**src/rtl/nabp_pkg.sv**
```systemverilog
// Shared NABP types and constants used by the angle sequencer, shifter and mapper.
// The accumulator base is fixed point with ACCU_FRAC fractional bits.
package nabp_pkg;

    localparam int ANGLE_W   = 8;
    localparam int ACCU_W    = 16;
    localparam int ACCU_FRAC = 12;

    typedef logic signed [ACCU_W-1:0] t_accu;

    typedef enum logic [3:0] {
        S_IDLE,
        S_LOAD,
        S_LATCH,
        S_FILL_KICK,
        S_FILL_WAIT,
        S_SHIFT_KICK,
        S_SHIFT_WAIT,
        S_NEXT,
        S_DONE
    } t_angle_seq_state;

    // Integer value in accumulator fixed-point format (1.0 == 1 << ACCU_FRAC).
    function automatic t_accu accu_from_int(input int v);
        return t_accu'(v <<< ACCU_FRAC);
    endfunction

endpackage

```
**src/rtl/nabp_angle_sequencer_if.sv**
```systemverilog
// Sequencer-to-shifter handshake: kick pulses and accumulator base out, done pulses back.
interface nabp_angle_sequencer_if;
    import nabp_pkg::*;

    logic  sh_fill_kick;
    logic  sh_shift_kick;
    t_accu sh_accu_base;
    logic  sh_fill_done;
    logic  sh_shift_done;

    modport master (
        output sh_fill_kick,
        output sh_shift_kick,
        output sh_accu_base,
        input  sh_fill_done,
        input  sh_shift_done
    );

    modport slave (
        input  sh_fill_kick,
        input  sh_shift_kick,
        input  sh_accu_base,
        output sh_fill_done,
        output sh_shift_done
    );

endinterface

```
**src/rtl/nabp_accu_base_rom.sv**
```systemverilog
// Per-angle accumulator base ROM, one-cycle registered read.
// Contents come from INIT, word i at bits [i*ACCU_W +: ACCU_W].
module nabp_accu_base_rom
    import nabp_pkg::*;
#(
    parameter int                      DEPTH = 180,
    parameter logic [DEPTH*ACCU_W-1:0] INIT  = '0
) (
    input  logic               clk,
    input  logic [ANGLE_W-1:0] addr,
    output t_accu              q
);

    localparam int IDX_W = $clog2(DEPTH * ACCU_W);

    logic [ANGLE_W-1:0] addr_c;
    logic [IDX_W-1:0]   bit_idx;

    // Out-of-range addresses read word 0 rather than undefined bits.
    always_comb begin
        addr_c  = (int'(addr) < DEPTH) ? addr : '0;
        bit_idx = IDX_W'(addr_c) * IDX_W'(ACCU_W);
    end

    always_ff @(posedge clk) begin
        q <= INIT[bit_idx +: ACCU_W];
    end

endmodule

```
**src/rtl/nabp_angle_sequencer.sv**
```systemverilog
// NABP angle sequencer: steps angles 0..ANGLE_LEN-1, loads each angle's accumulator base
// and runs one shifter fill/shift pass per angle. Optional timeout: NABP_ANGLE_SEQ_TIMEOUT_EN.
module nabp_angle_sequencer
    import nabp_pkg::*;
#(
`ifdef NABP_ANGLE_SEQ_TIMEOUT_EN
    parameter int                          TIMEOUT   = 4096,
`endif
    parameter int                          ANGLE_LEN = 180,
    parameter logic [ANGLE_LEN*ACCU_W-1:0] LUT_INIT  = '0
) (
    input  logic                   clk,
    input  logic                   reset_n,
    input  logic                   start,
    output logic                   busy,
    output logic                   done,
    output logic [ANGLE_W-1:0]     angle,
    output logic                   err,
    nabp_angle_sequencer_if.master sh
);

    t_angle_seq_state   state;
    t_angle_seq_state   state_nx;
    logic [ANGLE_W-1:0] angle_nx;
    t_accu              rom_q;

    nabp_accu_base_rom #(
        .DEPTH (ANGLE_LEN),
        .INIT  (LUT_INIT)
    ) u_rom (
        .clk  (clk),
        .addr (angle),
        .q    (rom_q)
    );

`ifdef NABP_ANGLE_SEQ_TIMEOUT_EN
    localparam int TMO_W = $clog2(TIMEOUT + 1);

    logic [TMO_W-1:0] tmo_cnt;
    logic             tmo_expire;

    always_comb begin
        tmo_expire = (tmo_cnt == '0) &&
                     (((state == S_FILL_WAIT)  && !sh.sh_fill_done) ||
                      ((state == S_SHIFT_WAIT) && !sh.sh_shift_done));
    end
`endif

    always_comb begin
        state_nx = state;
        angle_nx = angle;
        case (state)
            S_IDLE: begin
                if (start) begin
                    state_nx = S_LOAD;
                    angle_nx = '0;
                end
            end
            S_LOAD:       state_nx = S_LATCH;
            S_LATCH:      state_nx = S_FILL_KICK;
            S_FILL_KICK:  state_nx = S_FILL_WAIT;
            S_FILL_WAIT: begin
                if (sh.sh_fill_done) state_nx = S_SHIFT_KICK;
`ifdef NABP_ANGLE_SEQ_TIMEOUT_EN
                else if (tmo_expire) state_nx = S_IDLE;
`endif
            end
            S_SHIFT_KICK: state_nx = S_SHIFT_WAIT;
            S_SHIFT_WAIT: begin
                if (sh.sh_shift_done) state_nx = S_NEXT;
`ifdef NABP_ANGLE_SEQ_TIMEOUT_EN
                else if (tmo_expire) state_nx = S_IDLE;
`endif
            end
            S_NEXT: begin
                if (angle == ANGLE_W'(ANGLE_LEN - 1)) begin
                    state_nx = S_DONE;
                end else begin
                    angle_nx = angle + 1'b1;
                    state_nx = S_LOAD;
                end
            end
            S_DONE:       state_nx = S_IDLE;
            default:      state_nx = S_IDLE;
        endcase
    end

    // Status and kicks are decoded from the next state so they line up with the state itself.
    always_ff @(posedge clk) begin
        if (!reset_n) begin
            state            <= S_IDLE;
            angle            <= '0;
            busy             <= 1'b0;
            done             <= 1'b0;
            sh.sh_fill_kick  <= 1'b0;
            sh.sh_shift_kick <= 1'b0;
            sh.sh_accu_base  <= '0;
        end else begin
            state            <= state_nx;
            angle            <= angle_nx;
            busy             <= !(state_nx inside {S_IDLE, S_DONE});
            done             <= (state_nx == S_DONE);
            sh.sh_fill_kick  <= (state_nx == S_FILL_KICK);
            sh.sh_shift_kick <= (state_nx == S_SHIFT_KICK);
            if (state == S_LATCH) sh.sh_accu_base <= rom_q;
        end
    end

`ifdef NABP_ANGLE_SEQ_TIMEOUT_EN
    // Reload on entry to either wait state; err stays set until the next accepted start.
    always_ff @(posedge clk) begin
        if (!reset_n) begin
            tmo_cnt <= '0;
            err     <= 1'b0;
        end else begin
            if (((state_nx == S_FILL_WAIT)  && (state != S_FILL_WAIT)) ||
                ((state_nx == S_SHIFT_WAIT) && (state != S_SHIFT_WAIT))) begin
                tmo_cnt <= TMO_W'(TIMEOUT - 1);
            end else if (tmo_cnt != '0) begin
                tmo_cnt <= tmo_cnt - 1'b1;
            end
            if (tmo_expire) begin
                err <= 1'b1;
            end else if ((state == S_IDLE) && start) begin
                err <= 1'b0;
            end
        end
    end
`else
    assign err = 1'b0;
`endif

endmodule
```
**src/flat_wrapper.sv**
```systemverilog
// flat-port wrapper written by rule: the top's interface ports become plain ports
module nabp_angle_sequencer_flat import nabp_pkg::*;
#(

    parameter int                          ANGLE_LEN = 180,
    parameter logic [ANGLE_LEN*ACCU_W-1:0] LUT_INIT  = '0
)
  (clk, reset_n, start, busy, done, angle, err, sh_sh_fill_kick, sh_sh_shift_kick, sh_sh_accu_base, sh_sh_fill_done, sh_sh_shift_done);
  nabp_angle_sequencer_if sh_i ();
  input  logic clk;
  input  logic reset_n;
  input  logic start;
  output logic busy;
  output logic done;
  output logic [ANGLE_W-1:0] angle;
  output logic err;
  output wire logic [$bits(sh_i.sh_fill_kick)-1:0] sh_sh_fill_kick;
  output wire logic [$bits(sh_i.sh_shift_kick)-1:0] sh_sh_shift_kick;
  output wire logic [$bits(sh_i.sh_accu_base)-1:0] sh_sh_accu_base;
  input wire logic [$bits(sh_i.sh_fill_done)-1:0] sh_sh_fill_done;
  input wire logic [$bits(sh_i.sh_shift_done)-1:0] sh_sh_shift_done;
  assign sh_sh_fill_kick = sh_i.sh_fill_kick;
  assign sh_sh_shift_kick = sh_i.sh_shift_kick;
  assign sh_sh_accu_base = sh_i.sh_accu_base;
  assign sh_i.sh_fill_done = sh_sh_fill_done;
  assign sh_i.sh_shift_done = sh_sh_shift_done;
  nabp_angle_sequencer #(.ANGLE_LEN(ANGLE_LEN), .LUT_INIT(LUT_INIT)) u_core (.clk(clk), .reset_n(reset_n), .start(start), .busy(busy), .done(done), .angle(angle), .err(err), .sh(sh_i));
endmodule
```
**config.mk**
```make
export PLATFORM = sky130hd
export DESIGN_NAME = nabp_angle_sequencer_flat
export DESIGN_NICKNAME = d
export VERILOG_FILES = /design/src/rtl/nabp_pkg.sv /design/src/rtl/nabp_angle_sequencer_if.sv /design/src/rtl/nabp_accu_base_rom.sv /design/src/rtl/nabp_angle_sequencer.sv /design/src/flat_wrapper.sv
export SDC_FILE = /design/constraint.sdc
export NUM_CORES = 1
export LEC_CHECK = 0
export CAP_MARGIN = 30
export CORE_MARGIN = 2
export CORE_UTILIZATION = 43
export CTS_CLUSTER_DIAMETER = 40
export CTS_CLUSTER_SIZE = 30
export DETAILED_ROUTE_END_ITERATION = 8
export GPL_ROUTABILITY_DRIVEN = 0
export PLACE_DENSITY = 0.79
export SYNTH_ARGS = -nofsm -noshare
export SYNTH_HDL_FRONTEND = slang
export SYNTH_SLANG_ARGS = --single-unit
```
**constraint.sdc**
```tcl
create_clock -name clk -period 2.3 [get_ports clk]
set_clock_uncertainty 0.1 [all_clocks]
set_input_delay 0.345 -clock clk [delete_from_list [all_inputs] [get_ports clk]]
set_output_delay 0.345 -clock clk [all_outputs]
set_load 0.01 [all_outputs]
```
Word level (Yosys, flattened, before mapping):

Index checks and enable logic that the tools add are counted.

* register bits: 48
* output and inout port bits: 29
* input bits: 5
* logic and storage cells: 39

* equality and inequality tests: 13
* mux-type cells: 9
* add/subtract/negate cells: 1
* shift-type cells: 1
* reduce and logical (&&, ||, !) cells: 6
* magnitude comparators: 1

Operator list (count)
* 2880-bit by 13-bit indexed part select with 16-bit output, first input constant: 1
* 4-bit one-hot mux with 8 select lines: 1
* 8-bit two-way mux: 3
* 4-bit by 3-bit == test with 1-bit output, second input constant: 5
* 4-bit two-way mux: 4
* 8-bit one-hot mux with 2 select lines: 1
* 4-bit by 2-bit == test with 1-bit output, second input constant: 3
* 8-bit by 1-bit adder with 8-bit output, second input constant: 1
* 8-bit == test, second input constant: 1
* 4-bit zero test: 2
* 8-bit < comparator, second input constant: 1
* 4-bit by 1-bit == test with 1-bit output, second input constant: 1
* 4-bit == test, second input constant: 1
* 2-bit inequality test, second input constant: 2
* 2-bit nonzero test: 2
* 3-bit AND reduction: 1
* 1-bit zero test: 1

Logic depth before layout (Yosys ltp):

Gate-level depths: netlist (run 1).

* depth after elaboration: 6
* gate-level depth with buffers: 5
* mapped depth without buffers: 4

Modules after synthesis:

Synthesis (run 1) repeated with hierarchy kept, for this count alone.

* cell total of the unflattened synthesis: 172
* area total of the unflattened synthesis: 1453.9 um^2

By module, submodules not included
* nabp_angle_sequencer: area an instance 1330.0 um^2, instances 1, sequential area each 640.6 um^2, cells an instance 155
* nabp_accu_base_rom: area an instance 123.9 um^2, instances 1, sequential area each 0.0 um^2, cells an instance 17

Worst setup path before layout (run 1):

No wires, ideal clock.

* path type: register to register
* start: reg u_core.angle[0]
* end: reg u_core.angle[6]
* library setup time: 0.066 ns
* buffers on the path: 0
* required time: 2.134 ns
* clock period less this slack: 1.703 ns
* setup slack: 0.597 ns
* arrival: 1.537 ns
* stages on the path, launching flop included: 5
* cells stage by stage: dfxtp_1 ha_1 nand3_1 or4_4 a21oi_2

* word-level cells in the longest chain between the ends: 3
* elaborated cells on any way between the ends: 6
* those cells by class: 1 x add/sub; 2 x eq/ne; 2 x mux; 1 x reduce/logical

RTL lines
* from (decl): RTL line nabp_angle_sequencer.sv:17 `output logic [ANGLE_W-1:0] angle,`
* from (signal assigned): RTL line nabp_angle_sequencer.sv:100 `angle <= angle_nx;`
* 8-bit by 1-bit adder with 8-bit output or 8-bit == test (tied branches): RTL line nabp_angle_sequencer.sv:79, nabp_angle_sequencer.sv:76
* 8-bit two-way mux or 2-bit inequality test (tied branches)
* 8-bit one-hot mux with 2 select lines or 3-bit AND reduction (tied branches)

Parallel ways exist; a longest one is shown, timed or not. The select of a mux whose other input is x is not followed.
A chain may end at the register's enable or synchronous reset.

Worst setup path in the final report (run 1):

Ends and elaborated chain as after synthesis.

==> results of run 1 <==
## power groups by stage
stage / Combinational (W) / Sequential (W) / Clock [W]
after floorplan: 0.000104 / 0.000300 / 0
after global placement: 0.0000847 / 0.000309 / 0
after detailed placement: 0.0000858 / 0.000310 / 0
after CTS: 0.0000864 / 0.000304 / 0.000196
after global routing: 0.0000952 / 0.000307 / 0.000206
final: 0.0000871 / 0.000304 / 0.000194
## stage by stage
step	util, %	total power, W
floorplan	-	0.000404
global placement	50.4	0.000394
detailed placement	50.4	0.000396
CTS	52.2	0.000586
global route	52.2	0.000608
finish	52.2	0.000585
## flip-flops by register name (all words and copies together), names as in the netlist
signal and count:
u_core.angle 8, u_core.busy 1, u_core.done 1, u_core.sh.sh_fill_kick 1
u_core.sh.sh_shift_kick 1, u_core.state 4
## critical path: cells and delay by family, from the launching register on
family / cells / cell delay (ns)
compound gates: 1 / 0.13
fa+ha+maj: 1 / 0.26
flops: 1 / 0.45
simple gates: 2 / 0.83
## synth_stat cells (2+ instances only)
library cell	n
sky130_fd_sc_hd__nor4_1	3
sky130_fd_sc_hd__o31ai_1	2
sky130_fd_sc_hd__mux2i_1	4
sky130_fd_sc_hd__a21oi_1	5
sky130_fd_sc_hd__nand2_1	4
sky130_fd_sc_hd__or3_1	3
sky130_fd_sc_hd__nand2b_1	2
sky130_fd_sc_hd__nor2_1	3
sky130_fd_sc_hd__nor3_1	2
sky130_fd_sc_hd__o211ai_1	3
sky130_fd_sc_hd__or4_4	2
sky130_fd_sc_hd__nand3_1	4
sky130_fd_sc_hd__o21ai_0	3
sky130_fd_sc_hd__buf_4	17
sky130_fd_sc_hd__dfxtp_1	16
sky130_fd_sc_hd__buf_6	4
sky130_fd_sc_hd__inv_1	3
## cell type report
type / count / area (sq um)
Fill cell: 187 / 967
Multi-Input combinational cell: 75 / 493
Sequential cell: 16 / 320
Timing Repair Buffer: 16 / 160
Clock buffer: 4 / 36.3
Tap cell: 27 / 33.8
Inverter: 3 / 11.3
## placed cells by master, fill, tap and decap left out, drive strengths merged, types with 2 or more instances in the layout
| cell | synthesis | routed |
|---|---|---|
| nand2b | 2 | 2 |
| clkbuf | 1 | 4 |
| a21oi | 6 | 6 |
| nand3 | 4 | 4 |
| nor2 | 3 | 3 |
| nor3 | 2 | 2 |
| nor4 | 3 | 3 |
| o31ai | 2 | 2 |
| or3 | 3 | 3 |
| nand2 | 4 | 4 |
| o211ai | 3 | 3 |
| dfxtp | 16 | 16 |
| or4 | 3 | 3 |
| conb | 1 | 17 |
| o21ai | 5 | 5 |
| inv | 3 | 3 |
| clkdlybuf4s50 | 0 | 16 |
| mux2i | 4 | 4 |
## layer usage
| metal | track usage, % | up-vias | wire (um) |
|---|---|---|---|
| met3 | 3.80 | 2 | 97 |
| met2 | 23.2 | 28 | 826 |
| li1 | - | 357 | - |
| met4 | 10.4 | 0 | 27 |
| met5 | 0 | - | 0 |
| met1 | 18.3 | 339 | 798 |
## worst min path at each step
stage | startpoint | to | slack, ns | cells past startpoint
final | u_core.angle[5] | u_core.angle[5] | 0.41 | 2
after CTS | u_core.angle[5] | u_core.angle[5] | 0.42 | 2
after detailed placement | u_core.angle[5] | u_core.angle[5] | 0.40 | 2
after floorplan | u_core.state[0] | u_core.sh.sh_fill_kick | 0.42 | 2
after global placement | u_core.angle[5] | u_core.angle[5] | 0.39 | 2
after global routing | u_core.angle[5] | u_core.angle[5] | 0.46 | 2
## cell families (layout without fill, tap and decap cells)
group,count (synthesis),count (layout)
AOI/OAI and AO/OA,21,21
xor gates and xnor gates,2,2
adders and majority gates,1,1
buffers and inverters,25,23
DFF,16,16
muxes,4,4
other,1,17
and+or+nand+nor,30,30
==> flow_metrics.tcl, run 1 <==
set metrics [dict create \
    yosysWarnings 0 \
    dominant_combinational_cell_family_by_area_after_synthesis "simple AND/OR/NAND/NOR gates" \
    p_clk_share_pct 33.1 \
    postSynthRegisterBits 16 \
    power_density_nw_per_um2 555 \
    antenna_violations_before_repair 0 \
    drive_gt1_share_pct 12.3 \
    wl_per_cell_um 12.4 \
    cts-buffers-inserted 3 \
    first_pass_grt_wire_length_mm 2.90 \
    initial_utilization_pct 46.6 \
    slowest_stage "sky130_fd_sc_hd__or4_4" \
    post_synth_instance_area_sq_um 942 \
    synth-edff-count 0 \
    detailed_place.area_sq_um 1020 \
    yosys.area.top_type "sky130_fd_sc_hd__dfxtp_1" \
    ff_to_ff_start "u_core.angle[0]" \
    crit_arrival_ns 1.96 \
    power.static_leakage_nw 0.408 \
    place.detailed.hpwl_mm 1.24 \
    fp-row-count 16 \
    fin_setup_tns_ns 0 \
    post_synth_inst_count 100 \
    setup_viol 0 \
    drt-vias-per-instance 5.15 \
    totalWireLength_mm 1.75 \
    chipWidth_um 50.8 \
    cellInternalPower_w 0.000422 \
    timing.rr.end "u_core.angle[6]" \
    post_synth_xor_area_fraction_pct 1.86 \
    fp.dieArea_sq_um 2580 \
    final_max_slew_viol_count 0 \
    antenna_cells_inserted 0 \
    timing.critical_path.from_type "flop" \
    first_global_vias 642 \
    fin_worst_hold_slack_ns 0.414 \
    grt_start_max_net_pins 12 \
    grt_setup_unrepaired "false" \
    critical_path_peak_fanout 6 \
    gr-total-overflow 0 \
    post-cts-setup-buffer-count 0 \
    fraction_of_registers_with_async_set_reset_pct 0 \
    irDropWorstVdd_v 0.000267 \
    post_synth_fa_ha_maj_area_fraction_pct 1.33 \
    worstSetupStartpoint "u_core.angle[0]" \
    finalCritPeriodShare_pct 79.1 \
    cts.clk_slew.worst_paths_ns 0.10 \
    detail_route.drc_violations 0 \
    synth_top_area_share_pct 34.0 \
    globalRouteTotalUtil_pct 15.0 \
    cpPeakStageDelay_ns 0.58 \
    path_cells "ha_1 > nand3_1 > or4_4 > a21oi_2" \
    hold_fix_buffer_count_after_cts 0 \
    synth-compound-area-share_pct 17.0 \
    minimum_setup_slack_after_placement_ns 0.445 \
    cts-root-to-sink-buffers 2 \
    min_clock_period_post_route_ns 1.82 \
    num_vias 726 \
    ctsHtreeMaxLevel 1 \
    drtAntennaViolNets 0 \
    power_frac_seq_pct 52.0 \
    layout.cell_area.non_filler_sq_um 1050 \
    timing.fmax_mhz 549 \
    insertion_delay_ns 0.29 \
    max-cap-violations 0 \
    design.core.area_sq_um 2020 \
    numPlacedInstances 137 \
    placement.io_buffers 16 \
    pwr-share-comb_pct 14.9 \
    status "finished, final reports clean" \
    ys_dominant_reg_cell "sky130_fd_sc_hd__dfxtp_1" \
    switching_fraction_of_total_power_pct 27.8 \
    final_cells 141 \
    tritoncts "built" \
    firstDrtPassIters 4 \
    holdCritPathClass "flop to flop" \
    timing.final.hold_violations 0 \
    root_buffer "sky130_fd_sc_hd__clkbuf_4" \
    cts_repair_resize_count 0 \
    top_level_ports 34 \
    synthesized_area_per_cell_sq_um 9.42 \
    path_class "flop to flop" \
    yosysSeqAreaShare_pct 34.0 \
    p_sw_w 0.000163 \
    area.growth.synth_to_final_pct 12.0 \
    crit_required_ns 2.44 \
    synth_cell_type_count 37 \
    yosys-mux-area-fraction_pct 4.25 \
    postLayoutSetupSlackWorst_ns 0.480 \
    reg2reg_slack_ns 0.48 \
    post_layout_nets 121 \
    synth_simple_gate_area_share_pct 21.1 \
    post_synth_main_area_contributors "sky130_fd_sc_hd__dfxtp_1 (34%), sky130_fd_sc_hd__buf_4 (14%), sky130_fd_sc_hd__buf_6 (4.8%)" \
    critPathCapture "u_core.angle[6]" \
    fp.dieH_um 50.8 \
    tritoncts_num_sinks 16 \
    detail_route.iter0.violations 7 \
    ff2ff_path_depth 4 \
    critical_path.endpoint_type "flop" \
]
(Power assumes the default switching activity.)
==> inputs of run 2 (changes only) <==
Clock period 2.3 ns to 1.75 ns, I/O delays scaled along.
==> flow_metrics.tcl, run 2 (synthesized netlist as in run 1, its figures left out) <==
set metrics [dict create \
    status "finished, final reports clean" \
    fp.dieH_um 50.8 \
    detailed_place.area_sq_um 1060 \
    hold_fix_buffer_count_after_cts 0 \
    antenna_violations_before_repair 0 \
    critical_path_peak_fanout 6 \
    pwr-share-comb_pct 16.1 \
    most_common_cell_after_layout_fill_and_taps_aside "sky130_fd_sc_hd__conb_1" \
    post-cts-setup-buffer-count 0 \
    design.core.area_sq_um 2020 \
    layout.cells.most_common_list "sky130_fd_sc_hd__conb_1 (17), sky130_fd_sc_hd__clkdlybuf4s50_1 (16), sky130_fd_sc_hd__dfxtp_1 (15)" \
    p_sw_w 0.000218 \
    tritoncts "built" \
    crit_arrival_ns 1.31 \
    power_frac_seq_pct 51.2 \
    cellInternalPower_w 0.000562 \
    fp.dieArea_sq_um 2580 \
    timing.final.hold_violations 0 \
    path_class "flop to output port" \
    chipWidth_um 50.8 \
    cpPeakStageDelay_ns 0.58 \
    detail_route.iter0.violations 4 \
    gr-total-overflow 0 \
    area.growth.synth_to_final_pct 18.5 \
    timing.fmax_mhz 596 \
    cts-buffers-inserted 3 \
    cts-root-to-sink-buffers 2 \
    firstDrtPassIters 4 \
    regMostFlops "u_core.angle" \
    globalRouteTotalUtil_pct 16.0 \
    holdCritPathClass "flop to flop" \
    p_clk_share_pct 32.7 \
    irDropWorstVdd_v 0.000345 \
    flip_flop_count_of_the_largest_register_all_copies_and_words_added 8 \
    grt_setup_unrepaired "false" \
    placement.io_buffers 16 \
    slowest_stage "sky130_fd_sc_hd__clkdlybuf4s50_1" \
    timing.critical_path.buf_inv 1 \
    totalWireLength_mm 1.82 \
    num_vias 735 \
    finalCritPeriodShare_pct 95.8 \
    path_cells "clkdlybuf4s50_1" \
    first_global_vias 690 \
    drive_gt1_share_pct 18.3 \
    place.detailed.hpwl_mm 1.35 \
    crit_required_ns 1.39 \
    final_max_slew_viol_count 0 \
    detail_route.drc_violations 0 \
    drtAntennaViolNets 0 \
    cts.clk_slew.worst_paths_ns 0.10 \
    leading_registers_by_flop_count "u_core.angle x8, u_core.state x4" \
    timing.critical_path.from_type "flop" \
    antenna_cells_inserted 0 \
    power_density_nw_per_um2 700 \
    worst_path_dominant_cell_family "buffers and inverters" \
    critical_path.endpoint_type "output port" \
    power_w 0.000781 \
    root_buffer "sky130_fd_sc_hd__clkbuf_4" \
    top_level_ports 34 \
    fp-row-count 16 \
    max-cap-violations 0 \
    first_pass_grt_wire_length_mm 3.08 \
    post_layout_nets 127 \
    fin_setup_tns_ns 0 \
    switching_fraction_of_total_power_pct 28.0 \
    drt-vias-per-instance 5.00 \
    initial_utilization_pct 46.6 \
    setup_viol 0 \
    tritoncts_num_sinks 16 \
    ctsHtreeMaxLevel 1 \
    wl_per_cell_um 12.4 \
    insertion_delay_ns 0.30 \
    power.static_leakage_nw 0.452 \
    layout.cell_area.non_filler_sq_um 1120 \
    grt_start_max_net_pins 12 \
    min_clock_period_post_route_ns 1.68 \
]
run 2: changes by cell type in the layout (fill, tap and decap cells not counted):
cell / before / now
sky130_fd_sc_hd__dfxtp_1: 16 / 15
sky130_fd_sc_hd__nor4_1: 3 / 2
sky130_fd_sc_hd__nand4b_2: 1 / 0
sky130_fd_sc_hd__nand4b_4: 0 / 1
sky130_fd_sc_hd__buf_4: 0 / 6
sky130_fd_sc_hd__nor4_2: 0 / 1
sky130_fd_sc_hd__dfxtp_2: 0 / 1
run 2: final timing paths:
check	slack, ns	start	endpoint	cells after the start
worst max-delay path	0.07	u_core.angle[2]	angle[2]	1
worst min-delay path	0.43	u_core.angle[5]	u_core.angle[5]	2
worst max register to register	0.14	u_core.state[2]	u_core.sh.sh_shift_kick	4
worst min register to register	0.43	u_core.angle[5]	u_core.angle[5]	2
run 2: power by group through the flow:
stage               clock (W)  sequential [W]  combinational, W
floorplan                   0        0.000394          0.000137
global placement            0        0.000403          0.000123
detailed placement          0        0.000405          0.000125
CTS                  0.000264        0.000397          0.000125
global route         0.000278        0.000403          0.000140
finish               0.000255        0.000400          0.000126
run 2: stage by stage:
stage | utilization (%) | hold slack (ns) | worst slack (ns) | instances
after floorplan | - | 0.416 | 0.0468 | 116
after global placement | 52.6 | 0.393 | 0.0190 | 143
after global routing | 55.2 | 0.474 | 0.0199 | 147
after detailed placement | 52.6 | 0.418 | -0.0137 | 143
final | 55.2 | 0.430 | 0.0728 | 147
after CTS | 54.5 | 0.437 | 0.0686 | 147
run 2: routing by layer:
metal / track usage [%] / vias to the layer above / wire length, um
li1: - / 365 / -
met1: 19.3 / 338 / 790
met2: 26.1 / 26 / 887
met3: 1.75 / 6 / 74
met4: 12.2 / 0 / 69
met5: 0 / - / 0
run 2: cell type report:
class                   instances  area (sq um)
fillers                       188           906
multi-input cells              75           508
flip-flops and latches         16           322
repair buffers                 22           205
clock buffers                   4          36.3
well taps                      27          33.8
inverters                       3          11.3
run 2: what timing repair did:
item | in CTS | in global routing
setup endpoints to repair | 2 | 2
cloned | 0 | 0
pin swaps | 0 | 0
resized for setup | 1 | 2
==> inputs of run 3 (changes only) <==
Settings changed: CORE_UTILIZATION 43 to 47, PLACE_DENSITY 0.79 to 0.86, SLEW_MARGIN set to 20.
Clock period 1.75 ns to 2.1 ns, I/O delays scaled along.
==> flow_metrics.tcl, run 3 (synthesized netlist as in run 1, its figures left out) <==
set metrics [dict create \
    path_cells "nand4b_2 > or4_1 > a21oi_1" \
    timing.rr.end "u_core.angle[5]" \
    place.detailed.hpwl_mm 1.21 \
    ctsHtreeMaxLevel 1 \
    drtAntennaViolNets 0 \
    drt-vias-per-instance 5.13 \
    critical_path.endpoint_type "flop" \
    detailed_place.area_sq_um 1030 \
    timing.critical_path.depth 3 \
    regArea_sq_um 320 \
    cts.clk_slew.worst_paths_ns 0.10 \
    flip_flop_count_of_the_largest_register_all_copies_and_words_added 8 \
    finalCritPeriodShare_pct 82.9 \
    fp-row-count 16 \
    final_max_slew_viol_count 0 \
    path_class "flop to flop" \
    critPathCapture "u_core.angle[5]" \
    leading_registers_by_flop_count "u_core.angle x8, u_core.state x4" \
    drive_gt1_share_pct 13.0 \
    tritoncts_num_sinks 16 \
    hold_fix_buffer_count_after_cts 0 \
    timing.final.hold_violations 0 \
    root_buffer "sky130_fd_sc_hd__clkbuf_4" \
    worstSetupStartpoint "u_core.state[1]" \
    most_common_cell_after_layout_fill_and_taps_aside "sky130_fd_sc_hd__conb_1" \
    holdCritPathClass "flop to flop" \
    area.growth.synth_to_final_pct 12.7 \
    num_vias 728 \
    status "finished, final reports clean" \
    initial_utilization_pct 49.0 \
    gr-total-overflow 0 \
    power.static_leakage_nw 0.412 \
    post_layout_nets 122 \
    cts-buffers-inserted 3 \
    detail_route.drc_violations 0 \
    fin_setup_tns_ns 0 \
    fp.dieH_um 48.8 \
    wl_per_cell_um 11.2 \
    top_level_ports 34 \
    timing.fmax_mhz 575 \
    firstDrtPassIters 4 \
    first_pass_grt_wire_length_mm 2.53 \
    layout.cells.most_common_list "sky130_fd_sc_hd__conb_1 (17), sky130_fd_sc_hd__clkdlybuf4s50_1 (16), sky130_fd_sc_hd__dfxtp_1 (16)" \
    cts-root-to-sink-buffers 2 \
    grt_start_max_net_pins 12 \
    post-cts-setup-buffer-count 0 \
    reg2reg_slack_ns 0.36 \
    detail_route.iter0.violations 21 \
    power_density_nw_per_um2 597 \
    chipWidth_um 48.8 \
    ff2ff_path_depth 3 \
    placement.io_buffers 16 \
    crit_arrival_ns 1.86 \
    ff_to_ff_start "u_core.state[1]" \
    setup_viol 0 \
    grt_setup_unrepaired "false" \
    tritoncts "built" \
    insertion_delay_ns 0.28 \
    cpPeakStageDelay_ns 0.57 \
    cts_repair_resize_count 0 \
    timing.critical_path.from_type "flop" \
    antenna_cells_inserted 0 \
    max-cap-violations 0 \
    timing.critical_path.buf_inv 0 \
    footprint_of_the_multi_input_gates_sq_um 493 \
    fillCellCount 183 \
    totalWireLength_mm 1.59 \
    worst_path_dominant_cell_family "simple AND/OR/NAND/NOR gates" \
    layout.cell_area.non_filler_sq_um 1060 \
    critical_path_peak_fanout 11 \
    slowest_stage "sky130_fd_sc_hd__or4_1" \
    irDropWorstVdd_v 0.000474 \
    min_clock_period_post_route_ns 1.74 \
    design.core.area_sq_um 1920 \
    fp.dieArea_sq_um 2380 \
    globalRouteTotalUtil_pct 13.2 \
    first_global_vias 622 \
    crit_required_ns 2.22 \
    regMostFlops "u_core.angle" \
    antenna_violations_before_repair 0 \
    final_util_pct 55.3 \
]
[run 3: changes by cell type in the layout (fill, tap and decap cells not counted), sizes merged]
cell / before / now
buf: 6 / 1
[run 3: power breakdown]
part / leakage, nW / internal [W] / total [W] / switching (W)
registers: 0.130 / 0.000315 / 0.000333 / 0.0000188
logic: 0.261 / 0.0000420 / 0.0000963 / 0.0000543
clock network: 0.0210 / 0.000105 / 0.000204 / 0.0000987
total: 0.412 / 0.000462 / 0.000634 / 0.000172
[run 3: worst min path at each step]
stage | from | to | slack (ns) | cells after the start
after floorplan | u_core.state[0] | u_core.sh.sh_fill_kick | 0.42 | 2
after global placement | u_core.angle[5] | u_core.angle[5] | 0.40 | 2
after detailed placement | u_core.angle[5] | u_core.angle[5] | 0.40 | 2
after CTS | u_core.angle[5] | u_core.angle[5] | 0.42 | 2
after global routing | u_core.angle[7] | u_core.angle[7] | 0.46 | 2
final | u_core.angle[5] | u_core.angle[5] | 0.42 | 2
[run 3: tightest hold or removal path: stages, from the launching register on]
cell and delay [ns]:
sky130_fd_sc_hd__dfxtp_1 0.35, sky130_fd_sc_hd__o31ai_1 0.07, sky130_fd_sc_hd__a21oi_1 0.06
[run 3: routing by layer]
metal,track usage (%),share of wire (%)
met1,16.0,44
met2,21.9,49
met3,3.68,6.2
met4,5.24,0.50
met5,0,0
[run 3: layout make-up]
class                      instances  share of cell area [%]
inverter                           3                    1.06
timing repair buffer              17                    15.8
multi-input combinational         75                    46.4
sequential                        16                    30.2
tap                               27                    3.18
clock buffer                       4                    3.42
[run 3: metrics by stage]
step,hold slack [ns],cells,setup slack [ns],total power [W]
final,0.419,142,0.359,0.000634
after global routing,0.461,142,0.200,0.000662
after CTS,0.422,142,0.363,0.000642
after detailed placement,0.405,138,0.281,0.000435
after global placement,0.395,138,0.310,0.000430
after floorplan,0.416,116,0.397,0.000442
